===== src/rtl/mem_pkg.sv =====
// ---------------------------------------------------------------------------
// mem_pkg : shared types and constants for the host-side memory sequencer
// Revision: 1.0
// ---------------------------------------------------------------------------
`default_nettype none

package mem_pkg;

  localparam int DEF_AW = 8;
  localparam int DEF_DW = 8;
  localparam int CNT_W  = 8;

  typedef enum logic [2:0] {
    WAIT_RDY  = 3'd0,
    IDLE      = 3'd1,
    ISSUE     = 3'd2,
    WAIT_DATA = 3'd3,
    ERR       = 3'd4
  } state_t;

endpackage

`default_nettype wire


===== src/rtl/mem_lat_cnt.sv =====
// ---------------------------------------------------------------------------
// mem_lat_cnt : clearable up-counter with equality compare against cmp_i
// Revision: 1.0
// ---------------------------------------------------------------------------
`default_nettype none

module mem_lat_cnt
  import mem_pkg::*;
#(
  parameter int W = CNT_W
) (
  input  logic         clk,
  input  logic         rst_n,
  input  logic         clr_i,
  input  logic         inc_i,
  input  logic [W-1:0] cmp_i,
  output logic         eq_o
);

  logic [W-1:0] cnt_q;
  logic [W-1:0] cnt_d;

  // Clear wins over increment.
  always_comb begin
    cnt_d = cnt_q;
    if (clr_i) begin
      cnt_d = '0;
    end else if (inc_i) begin
      cnt_d = cnt_q + W'(1);
    end
  end

  always_ff @(posedge clk or negedge rst_n) begin
    if (!rst_n) begin
      cnt_q <= '0;
    end else begin
      cnt_q <= cnt_d;
    end
  end

  assign eq_o = (cnt_q == cmp_i);

endmodule

`default_nettype wire


===== src/rtl/mem_host_seq.sv =====
// ---------------------------------------------------------------------------
// mem_host_seq : waits for memory readiness, then issues single accesses
// Revision: 1.0
// ---------------------------------------------------------------------------
`default_nettype none

module mem_host_seq
  import mem_pkg::*;
#(
  parameter int AW      = DEF_AW,
  parameter int DW      = DEF_DW,
  parameter int RD_LAT  = 2,
  parameter int TIMEOUT = 15
) (
  input  logic          pulse,
  input  logic          rst,
  input  logic          mem_ready,
  input  logic          req_valid,
  input  logic          req_we,
  input  logic [AW-1:0] req_addr,
  input  logic [DW-1:0] req_wdata,
  output logic          req_ready,
  output logic          mem_en,
  output logic          mem_we,
  output logic [AW-1:0] mem_addr,
  output logic [DW-1:0] mem_wdata,
  input  logic [DW-1:0] mem_rdata,
  output logic          rsp_valid,
  output logic [DW-1:0] rsp_rdata,
  output logic          init_done,
  output logic          init_err
);

  localparam logic [CNT_W-1:0] TO_CMP  = CNT_W'(TIMEOUT);
  // Latency counter is 0 on the ISSUE edge (accept + 1), so compare one lower.
  localparam logic [CNT_W-1:0] LAT_CMP = CNT_W'(RD_LAT - 1);

  state_t        state_q;
  logic          req_ready_q;
  logic          mem_en_q;
  logic          mem_we_q;
  logic [AW-1:0] mem_addr_q;
  logic [DW-1:0] mem_wdata_q;
  logic          rsp_valid_q;
  logic [DW-1:0] rsp_rdata_q;
  logic          init_done_q;
  logic          init_err_q;

  logic to_clr, to_inc, to_eq;
  logic lat_clr, lat_inc, lat_eq;

  assign to_clr  = (state_q != WAIT_RDY);
  assign to_inc  = (state_q == WAIT_RDY) && !mem_ready && !to_eq;
  assign lat_clr = (state_q == IDLE);
  assign lat_inc = (state_q == ISSUE) || (state_q == WAIT_DATA);

  mem_lat_cnt #(.W(CNT_W)) u_to_cnt (
    .clk   (pulse),
    .rst_n (rst),
    .clr_i (to_clr),
    .inc_i (to_inc),
    .cmp_i (TO_CMP),
    .eq_o  (to_eq)
  );

  mem_lat_cnt #(.W(CNT_W)) u_lat_cnt (
    .clk   (pulse),
    .rst_n (rst),
    .clr_i (lat_clr),
    .inc_i (lat_inc),
    .cmp_i (LAT_CMP),
    .eq_o  (lat_eq)
  );

  always_ff @(posedge pulse or negedge rst) begin
    if (!rst) begin
      state_q     <= WAIT_RDY;
      req_ready_q <= 1'b0;
      mem_en_q    <= 1'b0;
      mem_we_q    <= 1'b0;
      mem_addr_q  <= '0;
      mem_wdata_q <= '0;
      rsp_valid_q <= 1'b0;
      rsp_rdata_q <= '0;
      init_done_q <= 1'b0;
      init_err_q  <= 1'b0;
    end else begin
      mem_en_q    <= 1'b0;
      rsp_valid_q <= 1'b0;
      case (state_q)
        WAIT_RDY: begin
          if (mem_ready) begin
            state_q     <= IDLE;
            init_done_q <= 1'b1;
            req_ready_q <= 1'b1;
          end else if (to_eq) begin
            state_q    <= ERR;
            init_err_q <= 1'b1;
          end
        end
        IDLE: begin
          if (req_valid && req_ready_q) begin
            state_q     <= ISSUE;
            req_ready_q <= 1'b0;
            mem_en_q    <= 1'b1;
            mem_we_q    <= req_we;
            mem_addr_q  <= req_addr;
            mem_wdata_q <= req_wdata;
          end else if (!mem_ready) begin
            state_q     <= WAIT_RDY;
            req_ready_q <= 1'b0;
            init_done_q <= 1'b0;
          end
        end
        ISSUE: begin
          if (mem_we_q) begin
            state_q     <= IDLE;
            req_ready_q <= 1'b1;
            rsp_valid_q <= 1'b1;
            rsp_rdata_q <= '0;
          end else if (lat_eq) begin
            state_q     <= IDLE;
            req_ready_q <= 1'b1;
            rsp_valid_q <= 1'b1;
            rsp_rdata_q <= mem_rdata;
          end else begin
            state_q <= WAIT_DATA;
          end
        end
        WAIT_DATA: begin
          if (lat_eq) begin
            state_q     <= IDLE;
            req_ready_q <= 1'b1;
            rsp_valid_q <= 1'b1;
            rsp_rdata_q <= mem_rdata;
          end
        end
        ERR: begin
          req_ready_q <= 1'b0;
          init_done_q <= 1'b0;
          init_err_q  <= 1'b1;
        end
        default: begin
          state_q <= WAIT_RDY;
        end
      endcase
    end
  end

  assign req_ready = req_ready_q;
  assign mem_en    = mem_en_q;
  assign mem_we    = mem_we_q;
  assign mem_addr  = mem_addr_q;
  assign mem_wdata = mem_wdata_q;
  assign rsp_valid = rsp_valid_q;
  assign rsp_rdata = rsp_rdata_q;
  assign init_done = init_done_q;
  assign init_err  = init_err_q;

endmodule

`default_nettype wire


===== config.mk =====
export PLATFORM = sky130hd
export DESIGN_NAME = mem_host_seq
export DESIGN_NICKNAME = d
export VERILOG_FILES = /design/src/rtl/mem_pkg.sv /design/src/rtl/mem_lat_cnt.sv /design/src/rtl/mem_host_seq.sv
export SDC_FILE = /design/constraint.sdc
export NUM_CORES = 1
export LEC_CHECK = 0
export BUFFER_PORTS_ARGS = -buffer_cell sky130_fd_sc_hd__buf_2
export CAP_MARGIN = 25
export CORE_MARGIN = 2
export CORE_UTILIZATION = 48
export CTS_CLUSTER_SIZE = 24
export DETAILED_ROUTE_END_ITERATION = 10
export PLACE_DENSITY = 0.76
export SLEW_MARGIN = 15
export SYNTH_ARGS = -nofsm -noshare
export SYNTH_HDL_FRONTEND = slang
export SYNTH_SLANG_ARGS = --single-unit

===== constraint.sdc =====
create_clock -name pulse -period 1.65 [get_ports pulse]
set_input_delay 0.495 -clock pulse [delete_from_list [all_inputs] [get_ports pulse]]
set_output_delay 0.495 -clock pulse [all_outputs]
set_load 0.05 [all_outputs]

==> qor.yml, run 1 <==
run_status:
  status: "finished, violations left"
  violations: "setup timing"
place:
  placed_cells: 356
  place_congestion: 0.8337
  dpl-instance-area_um2: 2918
  portBuffers: 58
  dp_hpwl_um: 3724
worst_hold_path:
  holdCritPathClass: "primary input to async pin"
layout:
  drive_above_1_share_pct: 42.95
  fill_cells: 398
  multi_input_area_um2: 1031
  final_common_cell: "buf_2"
  finalNonFillerCells: 365
  final_nets: 329
  final-seq-area_um2: 1227
  final_design_area_no_fill_um2: 3030
  layout_common_cells: "buf_2, dfrtp_1, nand2_1"
  antennaDiodeCount: 0
  syn_to_final_growth_pct: 27.54
yosys:
  syn_avg_cell_area_um2: 11.05
  ys_seq_area_share_pct: 51.61
  synth_edf_count: 0
  synth_cell_types: 46
  syn_nets: 247
  synth-seq-cells: 49
  async_flop_share_pct: 100.0
  synth_area_um2: 2376
  syn_inst: 215
  yosys_warnings: 0
  ys_dominant_reg_cell: "dfrtp_1"
sta:
  setup_ws_ns: -0.1393
  hold-worst-slack_ns: 0.09484
  fin_crit_ns: 1.789
  maxSlewViolCount: 0
  worst_pin_slew_ns: 0.4231
  rsz0062_at_grt: "yes"
  hold_viol_final: 0
  max_freq_mhz: 558.9
  setup_viol: 8
  slew_headroom_pct: 71.74
  min_period_over_period_pct: 108.4
  fin_skew_ns: 0.008477
  setup_tns_ns: -0.9586
clocking:
  htreeDepth: 2
  cts-root-buf: "clkbuf_8"
  cts.clk_slew.worst_paths_ns: 0.09
  cts_resized: 0
  clock_sinks: 49
  clk_latency_ns: 0.31
  cts_tree: "done"
  cts_buffers: 5
  ctsHoldBuffers: 0
  clockBufferDepth: 2
flow_run:
  cap_viol_max_count: 0
power:
  p_sw_mw: 2.654
  ir_drop_mv: 1.274
  p_int_mw: 2.997
  p_comb_share_pct: 53.7
  swShare_pct: 46.96
  power_density_nw_per_um2: 1865
  pwr-share-seq_pct: 32.3
  pwr-share-clk_pct: 14.0
  leakagePower_nw: 1.479
routing:
  wl_um: 4973
  post-route-drc-count: 0
  first_pass_iters: 4
  drt_iter0_markers: 78
  num_vias: 1905
  detail-route-antenna-nets: 0
  routedWlPerCell_um: 13.62
  drt-vias-per-instance: 5.219
global_route:
  grt-busiest-layer: "met2"
  gr-total-overflow: 0
  grt_pass1_wl_um: 8045
  grtUsageTotal_pct: 18.85
  grt_max_degree: 26
  grt_pass1_vias: 1858
  groute.layer.met2.usage_pct: 33.93
  antenna_found_initial: 0
  grtUsageMet1_pct: 22.40
  grtUsageMet3_pct: 3.794
worst_setup_path:
  path_max_fanout: 8
  cpPeakStageDelay_ns: 0.59
  critPathRequiredTime_ns: 1.88
  cp.arrival_ns: 2.02
  cp_slowest_cell: "or4_4"
  path_cells: "or4_4, or4_4, o221ai_2"
  cp-end-kind: "register"
  path_class: "register to register"
  start_kind: "register"
  crit_top_cell: "or4_4"
floorplan:
  initial_core_util_pct: 49.97
  ios: 59
  fp.dieW_um: 74.36
  dieArea_um2: 5529
  die_h_um: 74.36
  fp.coreArea_um2: 4755
  rows: 25
stage by stage:
step | utilization (%) | power, mW | setup WS [ns]
final | 63.74 | 5.651 | -0.1393
after global routing | 63.74 | 5.981 | -0.1744
after CTS | 63.58 | 5.702 | -0.1353
after detailed placement | 61.37 | 4.904 | -0.1445
after global placement | 61.37 | 4.830 | -0.1151
after floorplan | - | 4.123 | -0.1226
cells by family after synthesis:
group	synth area share, %
AO/OA/AOI/OAI	15.33
XOR/XNOR	0.3687
adder cells (fa/ha/maj)	1.580
buffers and inverters	5.318
flip-flops	51.61
multiplexers	9.742
AND/OR/NAND/NOR	16.06
flip-flops by register name (all words and copies together), names as in the netlist:
name             cells
mem_addr             8
mem_wdata            8
rsp_rdata            8
u_lat_cnt.cnt_q      8
u_to_cnt.cnt_q       8
state_q              3
init_done            1
init_err             1
mem_en               1
mem_we               1
req_ready            1
rsp_valid            1
critical path: cells and delay by family (launching register included):
| family | cells | cell delay (ns) |
|---|---|---|
| simple gates | 2 | 1.12 |
| flops | 1 | 0.39 |
| compound gates | 1 | 0.21 |
power by group through the flow:
stage               clock network [mW]  registers, mW  logic [mW]
global placement                     0           1.83        3.00
floorplan                            0           2.98        1.15
finish                           0.789           1.83        3.04
CTS                              0.817           1.83        3.06
detailed placement                   0           1.85        3.05
global route                     0.857           1.88        3.24
what timing repair did:
| action | in CTS | in global routing |
|---|---|---|
| setup endpoints to repair | 8 | 8 |
| pin swaps | 1 | 1 |
| buffers inserted | 0 | 1 |
path summary, 6_finish.rpt:
check	to	startpoint	slack, ns	cells after the start
max	rsp_rdata[5]$_DFFE_PN0N_	u_lat_cnt.cnt_q[7]$_DFFE_PN0P_	-0.14	3
min	state_q[2]$_DFFE_PN0P_	rst	0.09	1
max reg2reg	rsp_rdata[5]$_DFFE_PN0N_	u_lat_cnt.cnt_q[7]$_DFFE_PN0P_	-0.14	3
min reg2reg	init_err$_DFFE_PN0P_	init_err$_DFFE_PN0P_	0.47	2
max in group asynchronous	mem_en$_DFF_PN0_	rst	1.06	2
min in group pulse	mem_addr[3]$_DFFE_PN0N_	req_addr[3]	0.41	2
synthesized netlist by cell type (all sizes together) (3+ instances only):
cell type,instances,area (µm²)
inv,14,52.55
o21ai,10,50.05
nor2,6,22.52
ha,3,37.54
a31oi,3,18.77
mux2,17,191.4
or4,3,31.28
nor4,3,18.77
o221ai,8,120.1
a21oi,6,30.03
nand2b,7,43.79
nand3,5,25.02
dfrtp,49,1226
buf,4,31.27
nor2b,3,18.77
clkbuf,6,42.54
mux2i,4,40.04
or3,4,25.02
nand2,32,120.1
final cells by class:
cell class	count	area share [%]
clock buffers	7	3.179
inverters	14	1.734
clock inverters	1	0.2890
well taps	67	2.766
flip-flops and latches	49	40.50
multi-input cells	142	34.02
repair buffers	85	17.51
layer usage:
layer,part of all wire (%),vias to the layer above
li1,-,934
met1,43,923
met2,51,40
met3,4.0,8
met4,1.6,0
met5,0,-
Note: power is estimated with default switching activity, not from simulation.
==> run 2: changes to the inputs <==
--- a/config.mk
+++ b/config.mk
@@ -5,13 +5,14 @@
 export SDC_FILE = /design/constraint.sdc
 export NUM_CORES = 1
 export LEC_CHECK = 0
+export ABC_AREA = 1
 export BUFFER_PORTS_ARGS = -buffer_cell sky130_fd_sc_hd__buf_2
 export CAP_MARGIN = 25
 export CORE_MARGIN = 2
-export CORE_UTILIZATION = 48
+export CORE_UTILIZATION = 52
 export CTS_CLUSTER_SIZE = 24
 export DETAILED_ROUTE_END_ITERATION = 10
-export PLACE_DENSITY = 0.76
+export PLACE_DENSITY = 0.78
 export SLEW_MARGIN = 15
 export SYNTH_ARGS = -nofsm -noshare
 export SYNTH_HDL_FRONTEND = slang
==> constraint.sdc (replaced) <==
create_clock -name pulse -period 1.9 [get_ports pulse]
set_input_delay 0.57 -clock pulse [delete_from_list [all_inputs] [get_ports pulse]]
set_output_delay 0.57 -clock pulse [all_outputs]
set_load 0.05 [all_outputs]
==> run 2 against run 1 <==
  * The flow now finishes without violations
  * Power decreased by 16%
  * Cell count increased by 9.9%
  * Sequential power decreased by 9.8%
  * Synthesized area decreased by 2.2%
  * Largest power group unchanged
==> qor.yml, run 2 <==
run_status:
  status: "finished clean"
worst_setup_path:
  critPathRequiredTime_ns: 1.33  # -0.55 ns
  start_kind: "register"
  cp-end-kind: "output pin"
  path_class: "register to output pin"
  cpPeakStageDelay_ns: 0.44  # -0.15 ns
  path_max_fanout: 4  # -4
  r2r_slack_ns: 0.43  # +0.57 ns
  reg2reg_depth: 7  # +4
  cp.arrival_ns: 1.03  # -0.99 ns
  cp-startpoint: "mem_we$_DFFE_PN0N_"
  cp_slowest_cell: "dfrtp_1"
  path_buf_inv: 1  # +1
  worstReg2RegStart: "state_q[2]$_DFFE_PN0P_"
  path_cells: "buf_2"
  timing.rr.end: "rsp_rdata[5]$_DFFE_PN0N_"
  path_delay_family: "flip-flops"
yosys:
  syn_avg_cell_area_um2: 8.040  # -27%
  syn_nets: 321  # +30%
  synth_cell_types: 27  # -41%
  synth_edf_count: 0  # unchanged
  synth_area_um2: 2323  # -2.2%
  synthTopCellsByArea: "dfrtp_1, nand2_1, nor2_1, nand3_1, o21ai_0"
  ys_seq_area_share_pct: 52.77  # +1.2 points
  syn_inst: 289  # +34%
  post-synth-top-count-cell: "nand2_1"
  synth_top_area_share_pct: 52.77  # +1.2 points
  synth-seq-cells: 49  # unchanged
  synth.top_cells.by_count: "nand2_1, dfrtp_1, nor2_1, nand3_1, o21ai_0"
  async_flop_share_pct: 100.0  # unchanged
  yosysTopAreaCell: "dfrtp_1"
  yosys_warnings: 0  # unchanged
  ys_dominant_reg_cell: "dfrtp_1"
routing:
  wl_um: 4712  # -5.2%
  first_pass_iters: 4  # unchanged
  num_vias: 2039  # +7.0%
  drt-vias-per-instance: 5.085  # -2.6%
  routedWlPerCell_um: 11.75  # -14%
  met2_length_um: 2041  # -19%
  detail-route-antenna-nets: 0  # unchanged
  top_layer: "met4"
  met3WireLength_um: 278  # +39%
  wl_met1_um: 2338  # +8.1%
  post-route-drc-count: 0  # unchanged
  drt_iter0_markers: 138  # +77%
global_route:
  grt_pass1_wl_um: 8197  # +1.9%
  grtUsageTotal_pct: 20.12  # +1.3 points
  grt_max_degree: 50  # +92%
  gr-total-overflow: 0  # unchanged
  grt_pass1_vias: 1841  # -0.91%
  antenna_found_initial: 0  # unchanged
place:
  placed_cells: 394  # +11%
  place_congestion: 0.8234  # -1.2%
  dpl-instance-area_um2: 2655  # -9.0%
  dp_hpwl_um: 3367  # -9.6%
  portBuffers: 58  # unchanged
sta:
  setup_viol: 0  # -8
  fin_crit_ns: 1.602
  hold_viol_final: 0  # unchanged
  maxSlewViolCount: 0  # unchanged
  max_freq_mhz: 624.2
  fin_skew_ns: 0.002773  # -0.005704 ns
  rsz0062_at_grt: "no"
  setup_tns_ns: 0  # +0.9586 ns
  slew_headroom_pct: 74.02  # +2.3 points
  min_period_over_period_pct: 84.32
  worst_pin_slew_ns: 0.3870  # -0.03602 ns
clocking:
  clk_latency_ns: 0.30  # about the same
  ctsHoldBuffers: 0  # unchanged
  cts-root-buf: "clkbuf_8"
  cts_buffers: 5  # unchanged
  post-cts-setup-buffers: 0  # unchanged
  clock_sinks: 49  # unchanged
  cts_resized: 0  # unchanged
  htreeDepth: 2  # unchanged
  cts.clk_slew.worst_paths_ns: 0.08  # about the same
  clockBufferDepth: 2  # unchanged
  cts_tree: "done"
floorplan:
  rows: 24  # -4.0%
  initial_core_util_pct: 53.73  # +3.8 points
  ios: 59  # unchanged
  die_h_um: 70.85  # -4.7%
  dieArea_um2: 5019  # -9.2%
  fp.dieW_um: 70.85  # -4.7%
  fp.coreArea_um2: 4324  # -9.1%
layout:
  final-seq-area_um2: 1226  # -0.10%
  multi_input_area_um2: 962.2  # -6.7%
  fill_cells: 380  # -4.5%
  final_core_util_pct: 63.80  # +0.065 points
  antennaDiodeCount: 0  # unchanged
  finalNonFillerCells: 401  # +9.9%
  syn_to_final_growth_pct: 18.74
  layout_common_cells: "nand2_1, buf_2, dfrtp_1"
  final_nets: 381  # +16%
  final_common_cell: "nand2_1"
  drive_above_1_share_pct: 22.35  # -21 points
  final_design_area_no_fill_um2: 2759  # -9.0%
power:
  power_density_nw_per_um2: 1729  # -7.3%
  ir_drop_mv: 1.365  # +7.2%
  leakagePower_nw: 1.511  # +2.2%
  finalPower_mw: 4.769  # -16%
flow_run:
  cap_viol_max_count: 0  # unchanged
worst_hold_path:
  holdCritPathClass: "primary input to async pin"
run 2: cell count changes after synthesis, moves of 7 or more:
cell,before,now
mux2_2,17,0
o21ai_0,10,20
nor2_1,6,33
o21ai_1,0,9
o221ai_2,8,0
nand2_1,32,101
nand3_1,5,21
nand2b_1,7,0
run 2: per-layer routing:
metal,vias up,global-route usage (%)
li1,1034,-
met1,937,28.96
met2,63,30.74
met3,5,4.843
met4,0,5.660
met5,-,0
run 2: worst max-delay path by stage:
stage | endpoint | slack [ns] | cells after the start
6_report | mem_we | 0.30 | 1
3_5_place_dp | u_to_cnt.cnt_q[4]$_DFFE_PN0P_ | 0.44 | 6
2_1_floorplan | mem_we$_DFFE_PN0N_ | 0.57 | 6
4_1_cts | mem_we | 0.30 | 1
5_1_grt | mem_we | 0.27 | 1
3_3_place_gp | u_to_cnt.cnt_q[4]$_DFFE_PN0P_ | 0.47 | 6
run 2: layout make-up:
class,count,share of cell area (%)
Sequential cell,49,44.44
Multi-Input combinational cell,212,34.88
Timing Repair Buffer,60,11.52
Inverter,21,3.039
Clock buffer,5,2.494
Tap cell,52,2.358
Clock inverter,2,1.270
run 2: cell families (layout without fill, tap and decap cells):
| family | Yosys count | count (layout) | share of synthesized area [%] |
|---|---|---|---|
| AO/OA/AOI/OAI | 38 | 38 | 8.239 |
| XOR/XNOR | 3 | 3 | 1.131 |
| adder cells (fa/ha/maj) | 3 | 3 | 1.616 |
| buffers and inverters | 28 | 88 | 5.815 |
| flip-flops | 49 | 49 | 52.77 |
| AND/OR/NAND/NOR | 168 | 168 | 30.43 |
run 2: power breakdown:
group | leakage (nW) | switching [mW] | internal [mW]
clock network | 0.0540 | 0.332 | 0.383
registers | 0.634 | 0.265 | 1.39
logic | 0.823 | 1.82 | 0.584
run 2: through the flow:
| stage | setup slack, ns | hold slack (ns) |
|---|---|---|
| finish | 0.2980 | 0.2389 |
| floorplan | 0.5724 | 0.2744 |
| CTS | 0.3026 | 0.2516 |
| detailed placement | 0.4365 | 0.4549 |
| global route | 0.2697 | 0.2714 |
| global placement | 0.4703 | 0.4593 |
==> run 3: changes to the inputs <==
--- a/config.mk
+++ b/config.mk
@@ -5,14 +5,14 @@
 export SDC_FILE = /design/constraint.sdc
 export NUM_CORES = 1
 export LEC_CHECK = 0
-export ABC_AREA = 1
+export ABC_AREA = 0
 export BUFFER_PORTS_ARGS = -buffer_cell sky130_fd_sc_hd__buf_2
 export CAP_MARGIN = 25
 export CORE_MARGIN = 2
-export CORE_UTILIZATION = 52
+export CORE_UTILIZATION = 48
 export CTS_CLUSTER_SIZE = 24
 export DETAILED_ROUTE_END_ITERATION = 10
-export PLACE_DENSITY = 0.78
+export PLACE_DENSITY = 0.76
 export SLEW_MARGIN = 15
 export SYNTH_ARGS = -nofsm -noshare
 export SYNTH_HDL_FRONTEND = slang
==> constraint.sdc (replaced) <==
create_clock -name pulse -period 1.35 [get_ports pulse]
set_input_delay 0.405 -clock pulse [delete_from_list [all_inputs] [get_ports pulse]]
set_output_delay 0.405 -clock pulse [all_outputs]
set_load 0.05 [all_outputs]
==> run 3 against run 2 <==
  * The flow now finishes with violations (setup timing)
  * Highest routed layer unchanged
  * Largest power group unchanged
  * Sequential power increased by 36%
  * Critical path type is now register to register
  * Sequential cell count stayed put
  * Power grew 69%
==> qor.yml, run 3 (synthesis results as in run 1) <==
layout:
  final_core_util_pct: 74.26  # +10 points
  antennaDiodeCount: 0  # unchanged
  syn_to_final_growth_pct: 48.60
  final_nets: 358  # -6.0%
  final_common_cell: "dfrtp_1"
  drive_above_1_share_pct: 55.66  # +33 points
  layout_common_cells: "dfrtp_1, buf_4, buf_2"
  fill_cells: 324  # -15%
  final-seq-area_um2: 1227  # +0.10%
  multi_input_area_um2: 1190  # +24%
power:
  p_comb_share_pct: 60.8  # +10 points
  finalPower_mw: 8.049  # +69%
  pwr-share-seq_pct: 28.0  # -6.6 points
  leakagePower_nw: 1.701  # +13%
  p_sw_mw: 3.626  # +50%
  pwr-share-clk_pct: 11.3  # -3.7 points
  ir_drop_mv: 1.495  # +9.5%
  power_density_nw_per_um2: 2280  # +32%
  p_int_mw: 4.423  # +88%
  swShare_pct: 45.05  # -5.6 points
worst_setup_path:
  path_delay_family: "simple AND/OR/NAND/NOR gates"
  path_cells: "or4_4, or4_4, o221ai_2"
  crit_top_cell: "or4_4"
  cp_slowest_cell: "or4_4"
  cp.depth: 3  # +2
  path_max_fanout: 8  # +4
  cp-end-kind: "register"
  cp.arrival_ns: 2.02  # +0.99 ns
  reg2reg_depth: 3  # -4
  r2r_slack_ns: -0.45  # -0.88 ns
  start_kind: "register"
  critPathRequiredTime_ns: 1.58  # +0.25 ns
  path_buf_inv: 0  # -1
  path_class: "register to register"
  cpPeakStageDelay_ns: 0.59  # +0.15 ns
sta:
  setup_tns_ns: -6.899  # -6.899 ns
  rsz0062_at_grt: "yes"
  setup_ws_ns: -0.4454  # -0.7434 ns
  fin_crit_ns: 1.795
  hold-worst-slack_ns: 0.05856  # -0.1804 ns
  worst_pin_slew_ns: 0.3117  # -0.07535 ns
  min_period_over_period_pct: 133.0
  slew_headroom_pct: 78.95  # +4.9 points
  fin_skew_ns: 0.01587  # +0.01309 ns
  setup_viol: 37  # +37
  maxSlewViolCount: 0  # unchanged
  max_freq_mhz: 557.0
  hold_viol_final: 0  # unchanged
floorplan:
  initial_core_util_pct: 49.97  # -3.8 points
  die_h_um: 74.36  # +5.0%
  fp.dieW_um: 74.36  # +5.0%
  dieArea_um2: 5529  # +10%
  ios: 59  # unchanged
  fp.coreArea_um2: 4755  # +10%
  rows: 25  # +4.2%
routing:
  drt-vias-per-instance: 5.355  # +5.3%
  first_pass_iters: 5  # +1
  num_vias: 2110  # +3.5%
  detail-route-antenna-nets: 0  # unchanged
  routedWlPerCell_um: 16.04  # +36%
  drt_iter0_markers: 106  # -23%
  post-route-drc-count: 0  # unchanged
  wl_um: 6318  # +34%
clocking:
  htreeDepth: 2  # unchanged
  cts-root-buf: "clkbuf_8"
  cts_buffers: 5  # unchanged
  clk_latency_ns: 0.31  # about the same
  clockBufferDepth: 2  # unchanged
  cts.clk_slew.worst_paths_ns: 0.10  # +0.02 ns
  clock_sinks: 49  # unchanged
  cts_tree: "done"
global_route:
  grt_pass1_wl_um: 8894  # +8.5%
  grt_max_degree: 50  # unchanged
  grt_pass1_vias: 1862  # +1.1%
  grtUsageTotal_pct: 21.61  # +1.5 points
  gr-total-overflow: 0  # unchanged
  antenna_found_initial: 0  # unchanged
worst_hold_path:
  holdCritPathClass: "primary input to async pin"
place:
  place_congestion: 0.8226  # about the same
  portBuffers: 58  # unchanged
  dp_hpwl_um: 3593  # +6.7%
run_status:
  status: "finished, violations left"
  violations: "setup timing"
flow_run:
  cap_viol_max_count: 0  # unchanged
run 3: timing repair:
| action | 4_1_cts | 5_1_grt |
|---|---|---|
| gates cloned | 3 | 1 |
| hold buffers | 0 | 0 |
| resized for setup | 36 | 52 |
| buffers inserted | 12 | 12 |
| setup endpoints to repair | 43 | 57 |
| endpoints found under the hold margin | 0 | 0 |
| pin swaps | 3 | 17 |
run 3: final timing paths:
kind | start | to
worst max-delay path | u_lat_cnt.cnt_q[7]$_DFFE_PN0P_ | rsp_rdata[4]$_DFFE_PN0N_
worst min-delay path | rst | init_done$_DFFE_PN0P_
worst max register to register | u_lat_cnt.cnt_q[7]$_DFFE_PN0P_ | rsp_rdata[4]$_DFFE_PN0N_
worst min register to register | init_err$_DFFE_PN0P_ | init_err$_DFFE_PN0P_
max in group asynchronous | rst | mem_wdata[0]$_DFFE_PN0N_
min in group pulse | req_wdata[5] | mem_wdata[5]$_DFFE_PN0N_
run 3: layout make-up:
cell class / count / share of cell area [%]
Clock buffer: 6 / 2.339
Clock inverter: 2 / 0.3898
Inverter: 14 / 1.488
Multi-Input combinational cell: 142 / 33.70
Sequential cell: 49 / 34.76
Tap cell: 67 / 2.374
Timing Repair Buffer: 114 / 24.95
run 3: through the flow:
| stage | worst slack (ns) | cell area [µm²] | cells |
|---|---|---|---|
| 4_1_cts | -0.4523 | 3327 | 384 |
| 6_report | -0.4454 | 3531 | 394 |
| 5_1_grt | -0.5023 | 3531 | 394 |
| 3_3_place_gp | -0.4346 | 2964 | 361 |
| 3_5_place_dp | -0.4977 | 2964 | 361 |
| 2_1_floorplan | -0.4226 | 2431 | 215 |
run 3: power by group through the flow:
stage	combinational, mW	clock [mW]	sequential, mW
final	4.89	0.907	2.25
after global routing	5.17	0.987	2.31
after CTS	4.45	0.925	2.23
after detailed placement	3.83	0	2.23
after global placement	3.74	0	2.21
after floorplan	1.45	0	3.65
run 3: metal layers:
layer	global-route usage (%)	wire length, µm	share of wire [%]	vias to the layer above
li1	-	-	-	986
met1	27.34	2656	42	1043
met2	37.90	3270	52	70
met3	3.388	300	4.7	11
met4	7.341	91	1.4	0
met5	0	0	0	-
